--- src/rtl/input_keypad_pkg.sv ---
// Shared definitions for the keypad front end: controller key-command codes
// (the INPUT_INTERFACE code set) and the column-decoding helpers.
package input_keypad_pkg;

  localparam int IC_N  = 5;
  localparam int KEY_W = 5;

  localparam logic [IC_N-1:0] IC_NONE = 5'd0;
  localparam logic [IC_N-1:0] IC_0    = 5'd1;
  localparam logic [IC_N-1:0] IC_1    = 5'd2;
  localparam logic [IC_N-1:0] IC_2    = 5'd3;
  localparam logic [IC_N-1:0] IC_3    = 5'd4;
  localparam logic [IC_N-1:0] IC_4    = 5'd5;
  localparam logic [IC_N-1:0] IC_5    = 5'd6;
  localparam logic [IC_N-1:0] IC_6    = 5'd7;
  localparam logic [IC_N-1:0] IC_7    = 5'd8;
  localparam logic [IC_N-1:0] IC_8    = 5'd9;
  localparam logic [IC_N-1:0] IC_9    = 5'd10;
  localparam logic [IC_N-1:0] IC_AD   = 5'd11;
  localparam logic [IC_N-1:0] IC_SB   = 5'd12;
  localparam logic [IC_N-1:0] IC_MU   = 5'd13;
  localparam logic [IC_N-1:0] IC_DI   = 5'd14;
  localparam logic [IC_N-1:0] IC_LP   = 5'd15;
  localparam logic [IC_N-1:0] IC_RP   = 5'd16;
  localparam logic [IC_N-1:0] IC_OK   = 5'd17;
  localparam logic [IC_N-1:0] IC_CLBK = 5'd18;
  localparam logic [IC_N-1:0] IC_CLCL = 5'd19;

  // Columns are active-low: a zero bit means a closed switch in the driven row.
  function automatic logic [2:0] count_low(input logic [3:0] col);
    logic [2:0] n;
    n = 3'd0;
    for (int i = 0; i < 4; i++) begin
      if (!col[i]) n = n + 3'd1;
    end
    return n;
  endfunction

  function automatic logic [1:0] first_low(input logic [3:0] col);
    logic [1:0] idx;
    idx = 2'd0;
    for (int i = 3; i >= 0; i--) begin
      if (!col[i]) idx = 2'(i);
    end
    return idx;
  endfunction

endpackage

--- src/rtl/input_keypad_map.sv ---
// Combinational key map: key index (row*4 + col) to controller command code.
module keypad_map
  import input_keypad_pkg::*;
(
  input  logic [KEY_W-1:0] key,
  output logic [IC_N-1:0]  code
);

  always_comb begin
    code = IC_NONE;
    case (key)
      5'd0:  code = IC_7;
      5'd1:  code = IC_8;
      5'd2:  code = IC_9;
      5'd3:  code = IC_DI;
      5'd4:  code = IC_4;
      5'd5:  code = IC_5;
      5'd6:  code = IC_6;
      5'd7:  code = IC_MU;
      5'd8:  code = IC_1;
      5'd9:  code = IC_2;
      5'd10: code = IC_3;
      5'd11: code = IC_SB;
      5'd12: code = IC_0;
      5'd13: code = IC_LP;
      5'd14: code = IC_RP;
      5'd15: code = IC_AD;
      5'd16: code = IC_CLBK;
      5'd17: code = IC_CLCL;
      5'd18: code = IC_OK;
      default: code = IC_NONE;
    endcase
  end

endmodule

--- src/rtl/input_keypad.sv ---
// 5x4 matrix keypad scanner with frame-based debounce; issues one command per
// accepted press and holds it until the controller acknowledges.
module input_keypad
  import input_keypad_pkg::*;
#(
  parameter int SCAN_DIV   = 1000,
  parameter int DEB_FRAMES = 4
) (
  input  logic            Clock,
  input  logic            Reset,
  output logic [4:0]      kp_row,
  input  logic [3:0]      kp_col,
  output logic [IC_N-1:0] in_cmd,
  input  logic            in_ack
);

  localparam int DIV_W = (SCAN_DIV > 1) ? $clog2(SCAN_DIV) : 1;
  localparam int DEB_W = $clog2(DEB_FRAMES + 1);
  localparam logic [DIV_W-1:0] DIV_LAST = DIV_W'(SCAN_DIV - 1);
  localparam logic [DEB_W-1:0] DEB_LAST = DEB_W'(DEB_FRAMES);

  localparam logic [1:0] ST_SCAN     = 2'd0;
  localparam logic [1:0] ST_DEBOUNCE = 2'd1;
  localparam logic [1:0] ST_HOLD     = 2'd2;
  localparam logic [1:0] ST_RELEASE  = 2'd3;

  logic [DIV_W-1:0] div;
  logic [2:0]       row_idx;
  logic [2:0]       row_next;
  logic [3:0]       col_s1, col_s2;
  logic             last_d1, last_d2;
  logic [2:0]       row_d1, row_d2;
  logic [1:0]       acc_cnt;
  logic [KEY_W-1:0] acc_key;
  logic [2:0]       row_lows;
  logic [2:0]       sum_raw;
  logic [1:0]       sum_cnt;
  logic [KEY_W-1:0] this_key;
  logic [KEY_W-1:0] frame_key;
  logic             frame_end;
  logic             frame_hit;
  logic [1:0]       state;
  logic [DEB_W-1:0] deb_cnt;
  logic [DEB_W-1:0] deb_next;
  logic             deb_done;
  logic [KEY_W-1:0] key;
  logic [KEY_W-1:0] map_in;
  logic [IC_N-1:0]  key_code;

  assign row_next = (row_idx == 3'd4) ? 3'd0 : row_idx + 3'd1;

  // Free-running row scan; never disturbed by the debounce FSM.
  always_ff @(posedge Clock or posedge Reset) begin
    if (Reset) begin
      div     <= '0;
      row_idx <= 3'd0;
      kp_row  <= 5'b11110;
    end else if (div == DIV_LAST) begin
      div     <= '0;
      row_idx <= row_next;
      kp_row  <= ~(5'b00001 << row_next);
    end else begin
      div <= div + DIV_W'(1);
    end
  end

  // The row tag travels alongside the column synchroniser so each sample is
  // attributed to the row that was driven in the last cycle of its slot.
  always_ff @(posedge Clock or posedge Reset) begin
    if (Reset) begin
      col_s1  <= 4'hF;
      col_s2  <= 4'hF;
      last_d1 <= 1'b0;
      last_d2 <= 1'b0;
      row_d1  <= 3'd0;
      row_d2  <= 3'd0;
    end else begin
      col_s1  <= kp_col;
      col_s2  <= col_s1;
      last_d1 <= (div == DIV_LAST);
      last_d2 <= last_d1;
      row_d1  <= row_idx;
      row_d2  <= row_d1;
    end
  end

  always_comb begin
    row_lows  = count_low(col_s2);
    this_key  = {row_d2, first_low(col_s2)};
    sum_raw   = {1'b0, acc_cnt} + row_lows;
    sum_cnt   = (sum_raw >= 3'd2) ? 2'd2 : sum_raw[1:0];
    frame_key = (acc_cnt != 2'd0) ? acc_key : this_key;
    frame_end = last_d2 && (row_d2 == 3'd4);
    frame_hit = frame_end && (sum_cnt == 2'd1);
  end

  // Count of closed switches per frame saturates at two: anything above one is "none".
  always_ff @(posedge Clock or posedge Reset) begin
    if (Reset) begin
      acc_cnt <= 2'd0;
      acc_key <= '0;
    end else if (last_d2) begin
      acc_cnt <= frame_end ? 2'd0 : sum_cnt;
      if (acc_cnt == 2'd0) acc_key <= this_key;
    end
  end

  assign map_in   = (state == ST_SCAN) ? frame_key : key;
  assign deb_next = (state == ST_SCAN) ? DEB_W'(1) : deb_cnt + DEB_W'(1);
  assign deb_done = (deb_next >= DEB_LAST);

  keypad_map u_map (
    .key  (map_in),
    .code (key_code)
  );

  always_ff @(posedge Clock or posedge Reset) begin
    if (Reset) begin
      state   <= ST_SCAN;
      in_cmd  <= IC_NONE;
      deb_cnt <= '0;
      key     <= '0;
    end else begin
      case (state)
        ST_SCAN: begin
          if (frame_hit) begin
            key <= frame_key;
            if (deb_done) begin
              deb_cnt <= '0;
              if (key_code == IC_NONE) state <= ST_RELEASE;
              else begin
                state  <= ST_HOLD;
                in_cmd <= key_code;
              end
            end else begin
              deb_cnt <= deb_next;
              state   <= ST_DEBOUNCE;
            end
          end
        end
        ST_DEBOUNCE: begin
          if (frame_end) begin
            if (frame_hit && (frame_key == key)) begin
              if (deb_done) begin
                deb_cnt <= '0;
                if (key_code == IC_NONE) state <= ST_RELEASE;
                else begin
                  state  <= ST_HOLD;
                  in_cmd <= key_code;
                end
              end else begin
                deb_cnt <= deb_next;
              end
            end else begin
              state   <= ST_SCAN;
              deb_cnt <= '0;
            end
          end
        end
        ST_HOLD: begin
          if (in_ack) begin
            in_cmd  <= IC_NONE;
            deb_cnt <= '0;
            state   <= ST_RELEASE;
          end
        end
        default: begin
          // Only an unbroken run of empty frames re-arms the scanner.
          if (frame_end) begin
            if (!frame_hit) begin
              if (deb_done) begin
                deb_cnt <= '0;
                state   <= ST_SCAN;
              end else begin
                deb_cnt <= deb_next;
              end
            end else begin
              deb_cnt <= '0;
            end
          end
        end
      endcase
    end
  end

endmodule

--- config.mk ---
export PLATFORM = sky130hd
export DESIGN_NAME = input_keypad
export DESIGN_NICKNAME = d
export VERILOG_FILES = /design/src/rtl/input_keypad_pkg.sv /design/src/rtl/input_keypad_map.sv /design/src/rtl/input_keypad.sv
export SDC_FILE = /design/constraint.sdc
export NUM_CORES = 1
export LEC_CHECK = 0
export CAP_MARGIN = 0
export CORE_UTILIZATION = 25
export CTS_BUF_LIST = sky130_fd_sc_hd__clkbuf_4
export DETAILED_ROUTE_END_ITERATION = 16
export HOLD_SLACK_MARGIN = 0.15
export PLACE_DENSITY = 0.53
export SYNTH_ARGS = -nofsm -noshare
export SYNTH_HDL_FRONTEND = slang
export SYNTH_SLANG_ARGS = --single-unit
--- constraint.sdc ---
create_clock -name Clock -period 3.75 [get_ports Clock]
set_input_delay 0.375 -clock Clock [delete_from_list [all_inputs] [get_ports Clock]]
set_output_delay 0.375 -clock Clock [all_outputs]
set_load 0.03 [all_outputs]
After elaboration in Yosys (flattened, before gate mapping)
Memories as Yosys holds them, arrays and structs flattened.
Cells that the tools add are included.
{ "totals": {"wordCells": 96, "romBits": 160, "out_inout_bits": 10, "regBits": 56, "n_memories": 1} }
{ "memory_table": {"columns": ["name", "words", "width", "read_ports", "rd_ports_with_merged_regs", "wr", "line", "source"], "rows": [
  ["(name not given)", 32, 5, 1, 0, 0, "input_keypad_map.sv:11", "case (key)"]
]} }
{ "op_classes": {"bitwise": 1, "n_eq_ne": 13, "muxes": 41, "magnitude_cmp": 2, "reduce_logical": 15, "addsub": 7, "shift": 1} }
{ "ops": {"columns": ["op", "n"], "rows": [
  ["$mux 5", 8],
  ["$mux 3", 12],
  ["$mux 2", 15],
  ["$add 3x1->3 const B", 5],
  ["$pmux 5 s3", 1],
  ["$add 10x1->10 const B", 1],
  ["$eq 10x10->1 const B", 1],
  ["$mux 10", 1],
  ["$pmux 3 s3", 1],
  ["$ne 2x2->1 const B", 4],
  ["$reduce_and 7->1", 1],
  ["$eq 3x3->1 const B", 2],
  ["$pmux 2 s3", 1],
  ["$reduce_bool 3->1", 2],
  ["$eq 5x5->1", 1],
  ["$logic_not 5->1", 1],
  ["$not 5->5", 1],
  ["$reduce_and 5->1", 1],
  ["$shl 1x3->5 const A", 1],
  ["$eq 2x1->1 const B", 2],
  ["$logic_not 2->1", 2],
  ["$ne 4x1->1 const B", 1],
  ["$reduce_and 2->1", 2],
  ["$reduce_and 4->1", 1],
  ["other kinds (9)", 12]
]} }

Depth between registers and ports, before layout
Gate-level depths: netlist (run 1).
{ "logic_depth": {"depth_word": 16, "depth_mapped": 14, "mapped_depth_nobuf": 13} }

Hierarchy
A second synthesis (run 1) with hierarchy kept.
{ "unflattened": {"cells_unflattened": 302, "area_unflattened_um2": 3189.3} }
{ "modules_own_cells": {"columns": ["module", "area_per_inst_um2", "cells_per_inst", "n_inst", "seq_area_each_um2"], "rows": [
  ["input_keypad", 2974.1, 274, 1, 1416.4],
  ["keypad_map", 215.2, 28, 1, 0.0]
]} }

Worst setup path before layout (run 1)
No wires, ideal clock.
{ "synth_path": {"path_kind": "flip-flop to flip-flop", "from": "reg col_s2[0]", "to": "reg in_cmd[0]", "arrival_time_ps": 3809, "n_path_buf": 1, "synth_period_minus_slack_ps": 3939, "setup_time_ps": 131, "stages_incl_launch_ff": 14, "t_required_ps": 3619, "path_slack_ps": -189, "cell_sequence": "dfstp_2 > inv_1 > ha_1 > xnor2_1 > ha_1 > mux2_2 > fa_1 > xnor3_1 > or4_4 > buf_6 > a2111oi_4 > nor2_1 > a22oi_1 > o2bb2ai_1"} }
{ "synth_between": {"elab_chain_cells": 15, "word_cells_on_any_way": 28, "classes_between": "add/sub (4); order compare (1); eq/ne (4); mux (14); reduce/logical (4); memory (1)"} }
{ "synth_rtl": {"columns": ["item", "line", "source"], "rows": [
  ["start, declared", "input_keypad.sv:30", "logic [3:0] col_s1, col_s2;"],
  ["start signal, assigned", "input_keypad.sv:79", "col_s2 <= col_s1;"],
  ["$mux 1", "input_keypad_pkg.sv:34", "if (!col[i]) n = n + 3'd1;"],
  ["$add 3x1->3", "input_keypad_pkg.sv:34", null],
  ["$mux 3", "input_keypad_pkg.sv:34", null],
  ["$add 3x1->3", "input_keypad_pkg.sv:34", null],
  ["$mux 3", "input_keypad_pkg.sv:34", null],
  ["$add 3x1->3", "input_keypad_pkg.sv:34", null],
  ["$mux 3", "input_keypad_pkg.sv:34", null],
  ["$add 2x3->3", "input_keypad.sv:90", "sum_raw = {1'b0, acc_cnt} + row_lows;"],
  ["$ge 3x2->1", "input_keypad.sv:91", "sum_cnt = (sum_raw >= 3'd2) ? 2'd2 : sum_raw[1:0];"],
  ["$mux 2", "input_keypad.sv:91", null],
  ["$eq 2x1->1", "input_keypad.sv:94", "frame_hit = frame_end && (sum_cnt == 2'd1);"],
  ["$logic_and 1x1->1", "input_keypad.sv:94", null],
  ["$logic_and 1x1->1", "input_keypad.sv:143", "if (frame_hit && (frame_key == key)) begin"],
  ["$ne 2x2->1 (no line)", null, null],
  ["$reduce_and 5->1 (no line)", null, null],
  ["end signal, assigned", "input_keypad.sv:133", "in_cmd <= key_code;"],
  ["end signal, assigned", "input_keypad.sv:149", "in_cmd <= key_code;"],
  ["end, declared", "input_keypad.sv:13", "output logic [IC_N-1:0] in_cmd,"]
]} }
Parallel ways exist; a longest one is shown, timed or not. The select of a mux whose other input is x is not followed.
A chain may end at the register's enable or synchronous reset.

Final worst setup path (run 1)
{ "layout_path": {"from": "reg col_s2[0]", "to": "reg state[1]"} }
{ "layout_between": {"elab_chain_cells": 16, "word_cells_on_any_way": 24, "classes_between": "add/sub (4); order compare (1); eq/ne (5); mux (10); reduce/logical (4)"} }
{ "layout_rtl": {"columns": ["item", "line", "source"], "rows": [
  ["$mux 1", "input_keypad_pkg.sv:34", null],
  ["$add 3x1->3", "input_keypad_pkg.sv:34", null],
  ["$mux 3", "input_keypad_pkg.sv:34", null],
  ["$add 3x1->3", "input_keypad_pkg.sv:34", null],
  ["$mux 3", "input_keypad_pkg.sv:34", null],
  ["$add 3x1->3", "input_keypad_pkg.sv:34", null],
  ["$mux 3", "input_keypad_pkg.sv:34", null],
  ["$add 2x3->3", "input_keypad.sv:90", null],
  ["$ge 3x2->1", "input_keypad.sv:91", null],
  ["$mux 2", "input_keypad.sv:91", null],
  ["$eq 2x1->1", "input_keypad.sv:94", null],
  ["$logic_and 1x1->1", "input_keypad.sv:94", null],
  ["$logic_and 1x1->1", "input_keypad.sv:143", null],
  ["$mux 2", "input_keypad.sv:143", null],
  ["$mux 2", "input_keypad.sv:142", "if (frame_end) begin"],
  ["$pmux 2 s3", "input_keypad.sv:124", "case (state)"],
  ["end signal, assigned", "input_keypad.sv:130", "if (key_code == IC_NONE) state <= ST_RELEASE;"],
  ["end signal, assigned", "input_keypad.sv:146", "if (key_code == IC_NONE) state <= ST_RELEASE;"],
  ["end signal, assigned", "input_keypad.sv:148", "state <= ST_HOLD;"],
  ["end, declared", "input_keypad.sv:42", "logic [1:0] state;"]
]} }
Parallel ways exist; a longest one is shown, timed or not. The select of a mux whose other input is x is not followed.

==> reports/qor.yml, run 1 <==
global_route:
  grt_pass1_wl_um: 11600
  use_met3_pct: 1.79
  grt-busiest-layer: "met2"
  grt.overflow.total: 0
  grt_max_degree: 34
  antenna_found_initial: 0
  grt_usage_pct: 10.9
  grt_pass1_vias: 2390
  grtUsageMet2_pct: 18.7
  groute.layer.met1.usage_pct: 14.4
run_status:
  status: "completed"
route:
  vias: 2379
  drc_errors: 0
  ant_nets: 0
  wl_um: 6590
  drt-pass1-iter-count: 4
  viasPerCell: 4.63
  wl_per_cell_um: 12.8
  drt_iter0_markers: 94
clocking:
  cts_buffer_depth: 2
  clock-sinks: 56
  clkTransAtPathRegs_ns: 0.19
  cts_tree: "done"
  cts_buffers: 5
  insertion_delay_ns: 0.39
  cts.htree.levels: 2
  cts_hold_buf: 0
  cts_root_buf: "clkbuf_4"
synthesis:
  yosysSeqAreaShare_pct: 44.5
  yosysWarningCount: 0
  synthCells: 314
  ys_ff_latch: 56
  synth_edf_count: 0
  synthFlopType: "dfrtp_1"
  syn_nets: 338
  synth_area_um2: 3180
  synth-async-reset-ratio_pct: 100
  syn_area_per_cell_um2: 10.1
  post_synth_num_cell_types: 62
sta:
  rsz0062_at_grt: "yes"
  fin_skew_ns: 0.0142
  postLayoutSetupSlackWorst_ns: 0.0981
  max-slew-margin-rel_pct: 52.0
  maxSlewViolCount: 0
  tightest_slew_ns: 0.718
  max_freq_mhz: 274
  fin_crit_sh_pct: 97.4
  setup_viol: 0
  fin_crit_ns: 3.65
  hold_viol: 0
  setup-tns-final_ns: 0
  hold_ws_ns: 0.359
die:
  num_io_pins: 17
  row_count: 40
  die_h_um: 115
  initial_core_util_pct: 26.1
  fp.dieW_um: 115
  core_area_um2: 12200
  dieArea_um2: 13200
min_path:
  holdPathStages: 0
  min_to: "last_d2"
  hold_path_class: "reg -> reg"
  worstHoldStart: "last_d1"
placed_design:
  dp_cells: 499
  dpl_worst_slack_ns: -0.0106
  routabilityCongestion: 0.792
  portBuffers: 16
  place_area_um2: 3610
  dp.final_hpwl_um: 4870
critical_path:
  r2r_start: "col_s2[0]"
  regToRegSetupSlack_ns: 0.1
  path_max_fanout: 7
  required_ns: 4.05
  timing.rr.end: "state[1]"
  critPathLaunchType: "flop"
  r2r_cells: 12
  worst_ep_arrival_time_ns: 3.95
  critPathCaptureType: "flop"
  worstSetupPathType: "reg -> reg"
power_and_ir_drop:
  peakVddDrop_mv: 0.135
  p_leak_nw: 1.60
  p_per_area_nw_per_um2: 262
cells_and_area:
  final_nets: 369
  drive_above_1_share_pct: 19.4
  diodes: 0
  layout_common_cells: "44 x dfrtp_1, 32 x nand2_1, 26 x nor2_1, 18 x buf_4, 16 x clkdlybuf4s50_1"
  stdcell_count: 514
  area_delta_synth_final_pct: 18.7
  design_area_um2: 3780
  final_common_cell: "dfrtp_1"
run:
  cap_violations: 0
## cells by family (layout without fill, tap and decap cells)
kind of cell / Yosys count / count (layout) / share of synthesized area, %
AOI/OAI and AO/OA: 76 / 76 / 18.6
DFF: 56 / 56 / 44.5
adders and majority gates: 17 / 17 / 6.92
muxes: 10 / 10 / 3.42
xor gates and xnor gates: 20 / 20 / 5.93
buffers and inverters: 26 / 58 / 3.42
and+or+nand+nor: 109 / 109 / 17.2
## cell type report
type,count,area [um^2]
fill,1289,8430
multi-input combinational,232,1730
sequential,56,1420
timing repair buffer,34,295
tap,168,210
inverter,16,60.1
clock buffer,5,37.5
clock inverter,3,28.8
## critical path, cell delays in order (launching register included)
cell and delay [ns]:
dfstp_2 0.57, inv_2 0.05, ha_4 0.29, xnor2_4 0.12, ha_4 0.21, mux2_4 0.27, fa_2 0.33, xnor3_1 0.20
or4_4 0.59, a221o_1 0.44, a211oi_4 0.28, buf_4 0.15, o21ai_1 0.05
## cells in the mapped netlist, types with 4 or more instances
cell type | instances | share of area [%]
a22oi_1 | 5 | 1.2
o211ai_1 | 5 | 1.2
a21oi_1 | 8 | 1.3
a31oi_1 | 7 | 1.4
clkbuf_1 | 6 | 0.71
xor2_1 | 10 | 2.8
mux2_2 | 7 | 2.5
nor2b_1 | 4 | 0.79
xnor2_1 | 9 | 2.5
nor2_1 | 27 | 3.2
o21ai_0 | 12 | 1.9
nor3_1 | 5 | 0.79
inv_1 | 16 | 1.9
dfstp_2 | 12 | 9.9
ha_1 | 16 | 6.3
nand2_1 | 32 | 3.8
nand3_1 | 11 | 1.7
nand2b_1 | 7 | 1.4
o2bb2ai_1 | 7 | 1.9
dfrtp_1 | 44 | 35
## metal layers
layer	wire, um	vias to the layer above
met3	122	7
met5	0	-
met4	45	0
met2	3190	24
met1	3240	1160
li1	-	1188
## state kept, by name, indices dropped and copies added (netlist names)
name	flops
acc_cnt	2
acc_key	5
col_s1	4
col_s2	4
deb_cnt	3
div	10
in_cmd	5
key	5
kp_row	5
last_d1	1
last_d2	1
row_d1	3
row_d2	3
row_idx	3
state	2
## worst max-delay path by stage
stage | startpoint | to | slack, ns
final | col_s2[0] | state[1] | 0.1
after global placement | col_s2[0] | in_cmd[0] | 0.08
after floorplan | col_s2[0] | in_cmd[4] | 0.03
after CTS | col_s2[0] | in_cmd[4] | 0.007
after detailed placement | col_s2[0] | state[1] | -0.01
after global routing | col_s2[1] | state[1] | -0.03
## stage by stage
step                power (mW)  util [%]
finish                   0.990      31.0
global route              1.04      31.0
CTS                       1.00      30.2
detailed placement       0.689      29.6
global placement         0.688      29.6
floorplan                0.667         -
## power breakdown
part / internal (mW) / total [mW] / switching [mW]
Sequential: 0.613 / 0.617 / 0.00406
Combinational: 0.0374 / 0.0746 / 0.0372
Clock: 0.0834 / 0.298 / 0.215
## repair_timing
item                       in CTS  in global routing
gates resized for setup         0                  9
buffers inserted                2                  5
pin swaps                       1                  8
setup endpoints to repair       7                  8
Power figures use the tool's default switching activity.
==> inputs of run 2 (changes only) <==
Settings changed: CORE_UTILIZATION 25 to 50, PLACE_DENSITY 0.53 to 0.83.
==> reports/qor.yml, run 2 (synthesis results as in run 1) <==
route:
  drt-pass1-iter-count: 4  # unchanged
  drt_iter0_markers: 186  # was 94
  vias: 2451  # was 2,379
  drc_errors: 0  # unchanged
  viasPerCell: 5.86  # was 4.63
  ant_nets: 0  # unchanged
  wl_per_cell_um: 15.3  # was 12.8 um
  wl_um: 6380  # was 6590 um
critical_path:
  worst_ep_arrival_time_ns: 3.97  # was 3.95 ns
  r2r_cells: 12  # unchanged
  r2r_start: "col_s2[0]"  # unchanged
  critPathCaptureType: "flop"  # unchanged
  slowest_stage: "or4_4"  # unchanged
  regToRegSetupSlack_ns: 0.11  # was 0.1 ns
  required_ns: 4.08  # was 4.05 ns
  timing.rr.end: "state[1]"  # unchanged
  path_max_fanout: 6  # was 7
  worstSetupPathType: "reg -> reg"  # unchanged
  path_cells: "inv_4 > ha_4 > xnor2_4 > buf_4 > xnor2_2 > ha_2 > fa_2 > or4_4 > a221o_1 > a211oi_4 > o211ai_1 > o21ai_1"  # was inv_2 > ha_4 > xnor2_4 > ha_4 > mux2_4 > fa_2 > xnor3_1 > or4_4 > a221o_1 > a211oi_4 > buf_4 > o21ai_1
  slowest_delay_ns: 0.61  # was 0.59 ns
  critPathLaunchType: "flop"  # unchanged
power_and_ir_drop:
  peakVddDrop_mv: 0.171  # was 0.135 mV
  comb_power_share_pct: 7.8  # was 7.5%
  p_per_area_nw_per_um2: 269  # was 262 nW/um^2
  p_int_uw: 734  # was 733 uW
  p_leak_nw: 1.60  # about the same
  finalPower_uw: 986  # was 990 uW
  power.net_switching_uw: 252  # was 256 uW
  sw_frac_of_total_pct: 25.6  # was 25.9%
  p_seq_share_pct: 62.6  # was 62.3%
  p_clk_share_pct: 29.6  # was 30.1%
sta:
  tightest_slew_ns: 0.753  # was 0.718 ns
  hold_ws_ns: 0.351  # was 0.359 ns
  max-slew-margin-rel_pct: 49.8  # was 52.0%
  setup-tns-final_ns: 0  # unchanged
  fin_skew_ns: 0.0274  # was 0.0142 ns
  fin_crit_sh_pct: 97.1  # was 97.4%
  maxSlewViolCount: 0  # unchanged
  rsz0062_at_grt: "yes"  # unchanged
  setup_viol: 0  # unchanged
  max_freq_mhz: 275  # was 274 MHz
  hold_viol: 0  # unchanged
  fin_crit_ns: 3.64  # was 3.65 ns
cells_and_area:
  area_delta_synth_final_pct: 15.1  # was 18.7%
  fillers: 491  # was 1,289
  fin_util_pct: 60.8  # was 31.0%
  regMostFlops: "div"  # unchanged
  layout_common_cells: "44 x dfrtp_1, 32 x nand2_1, 26 x nor2_1, 16 x clkdlybuf4s50_1, 15 x buf_4"  # was 44 x dfrtp_1, 32 x nand2_1, 26 x nor2_1, 18 x buf_4, 16 x clkdlybuf4s50_1
  stdcell_count: 418  # was 514
  final_nets: 366  # was 369
  largest_reg_flops: 10  # unchanged
  drive_above_1_share_pct: 19.5  # was 19.4%
  diodes: 0  # unchanged
  final_common_cell: "dfrtp_1"  # unchanged
global_route:
  grt.overflow.total: 0  # unchanged
  grt_pass1_wl_um: 10800  # was 11,600 um
  grt_max_degree: 38  # was 34
  grt_pass1_vias: 2377  # was 2,390
  antenna_found_initial: 0  # unchanged
  grt_usage_pct: 20.9  # was 10.9%
placed_design:
  dp.final_hpwl_um: 4540  # was 4870 um
  routabilityCongestion: 0.859  # was 0.792
  portBuffers: 16  # unchanged
  dp_cells: 403  # was 499
clocking:
  clock-sinks: 56  # unchanged
  cts_root_buf: "clkbuf_4"  # unchanged
  cts_hold_buf: 0  # unchanged
  clkTransAtPathRegs_ns: 0.19  # about the same
  cts_buffer_depth: 2  # unchanged
  cts_buffers: 5  # unchanged
  insertion_delay_ns: 0.40  # was 0.39 ns
  cts_tree: "done"  # unchanged
  cts.htree.levels: 2  # unchanged
die:
  num_io_pins: 17  # unchanged
  fp.dieW_um: 81.8  # was 115 um
  die_h_um: 81.8  # was 115 um
  core_area_um2: 6030  # was 12,200 um^2
  row_count: 28  # was 40
  initial_core_util_pct: 52.8  # was 26.1%
  dieArea_um2: 6690  # was 13,200 um^2
run_status:
  status: "completed"  # unchanged
run:
  cap_violations: 0  # unchanged
min_path:
  worstHoldStart: "kp_col[0]"  # was last_d1
  holdPathStages: 1  # was 0
  min_to: "col_s1[0]"  # was last_d2
  hold_path_class: "in -> reg"  # was reg -> reg
## run 2: critical path, delay by kind of cell (launching register included)
kind	cells	cell delay (ns)
compound gates	4	0.95
xor+xnor	2	0.29
flops	1	0.59
fa+ha+maj	3	0.93
buf+inv	2	0.19
simple gates	1	0.61
## run 2: how the worst max path moves through the flow
stage               from        end  slack (ns)
4_1_cts        col_s2[1]  in_cmd[4]        0.02
5_1_grt        col_s2[0]   state[1]       -0.08
3_3_place_gp   col_s2[0]  in_cmd[0]        0.07
2_1_floorplan  col_s2[0]  in_cmd[4]        0.03
3_5_place_dp   col_s2[0]   state[1]       -0.07
6_report       col_s2[0]   state[1]        0.11
## run 2: power by group through the flow
| stage | combinational [mW] | clock [mW] | sequential (mW) |
|---|---|---|---|
| after floorplan | 0.0410 | 0 | 0.626 |
| after global placement | 0.0586 | 0 | 0.626 |
| after detailed placement | 0.0613 | 0 | 0.627 |
| after CTS | 0.0680 | 0.298 | 0.616 |
| after global routing | 0.0854 | 0.322 | 0.618 |
| final | 0.0769 | 0.292 | 0.617 |
## run 2: layout make-up
| type | instances | area [um^2] | area share, % |
|---|---|---|---|
| multi-input cells | 232 | 1750 | 47.7 |
| repair buffers | 31 | 273 | 7.44 |
| clock buffers | 5 | 37.5 | 1.02 |
| inverters | 16 | 62.6 | 1.71 |
| flip-flops and latches | 56 | 1420 | 38.6 |
| well taps | 75 | 93.8 | 2.56 |
| clock inverters | 3 | 33.8 | 0.922 |
## run 2: through the flow
step	setup WS (ns)	instance area (um^2)
5_1_grt	-0.0794	3670
6_report	0.110	3670
3_3_place_gp	0.0709	3470
3_5_place_dp	-0.0652	3470
4_1_cts	0.0180	3600
2_1_floorplan	0.0338	3210
## run 2: metal layers
layer / part of all wire, % / track usage (%)
met2: 50 / 36.8
met1: 44 / 26.1
met5: 0 / 0
met4: 0.86 / 4.74
met3: 4.6 / 4.44
## run 2: repair_timing
item | in CTS | in global routing
endpoints found under the setup margin | 8 | 9
resized for setup | 4 | 10
hold endpoints to repair | 0 | 0
buffers inserted | 4 | 3
pin swaps | 8 | 10
==> inputs of run 3 (changes only) <==
Settings changed: CAP_MARGIN 0 to 20.
==> results of run 3 <==
Final layout, timing and power as in run 2 (identical DEF).
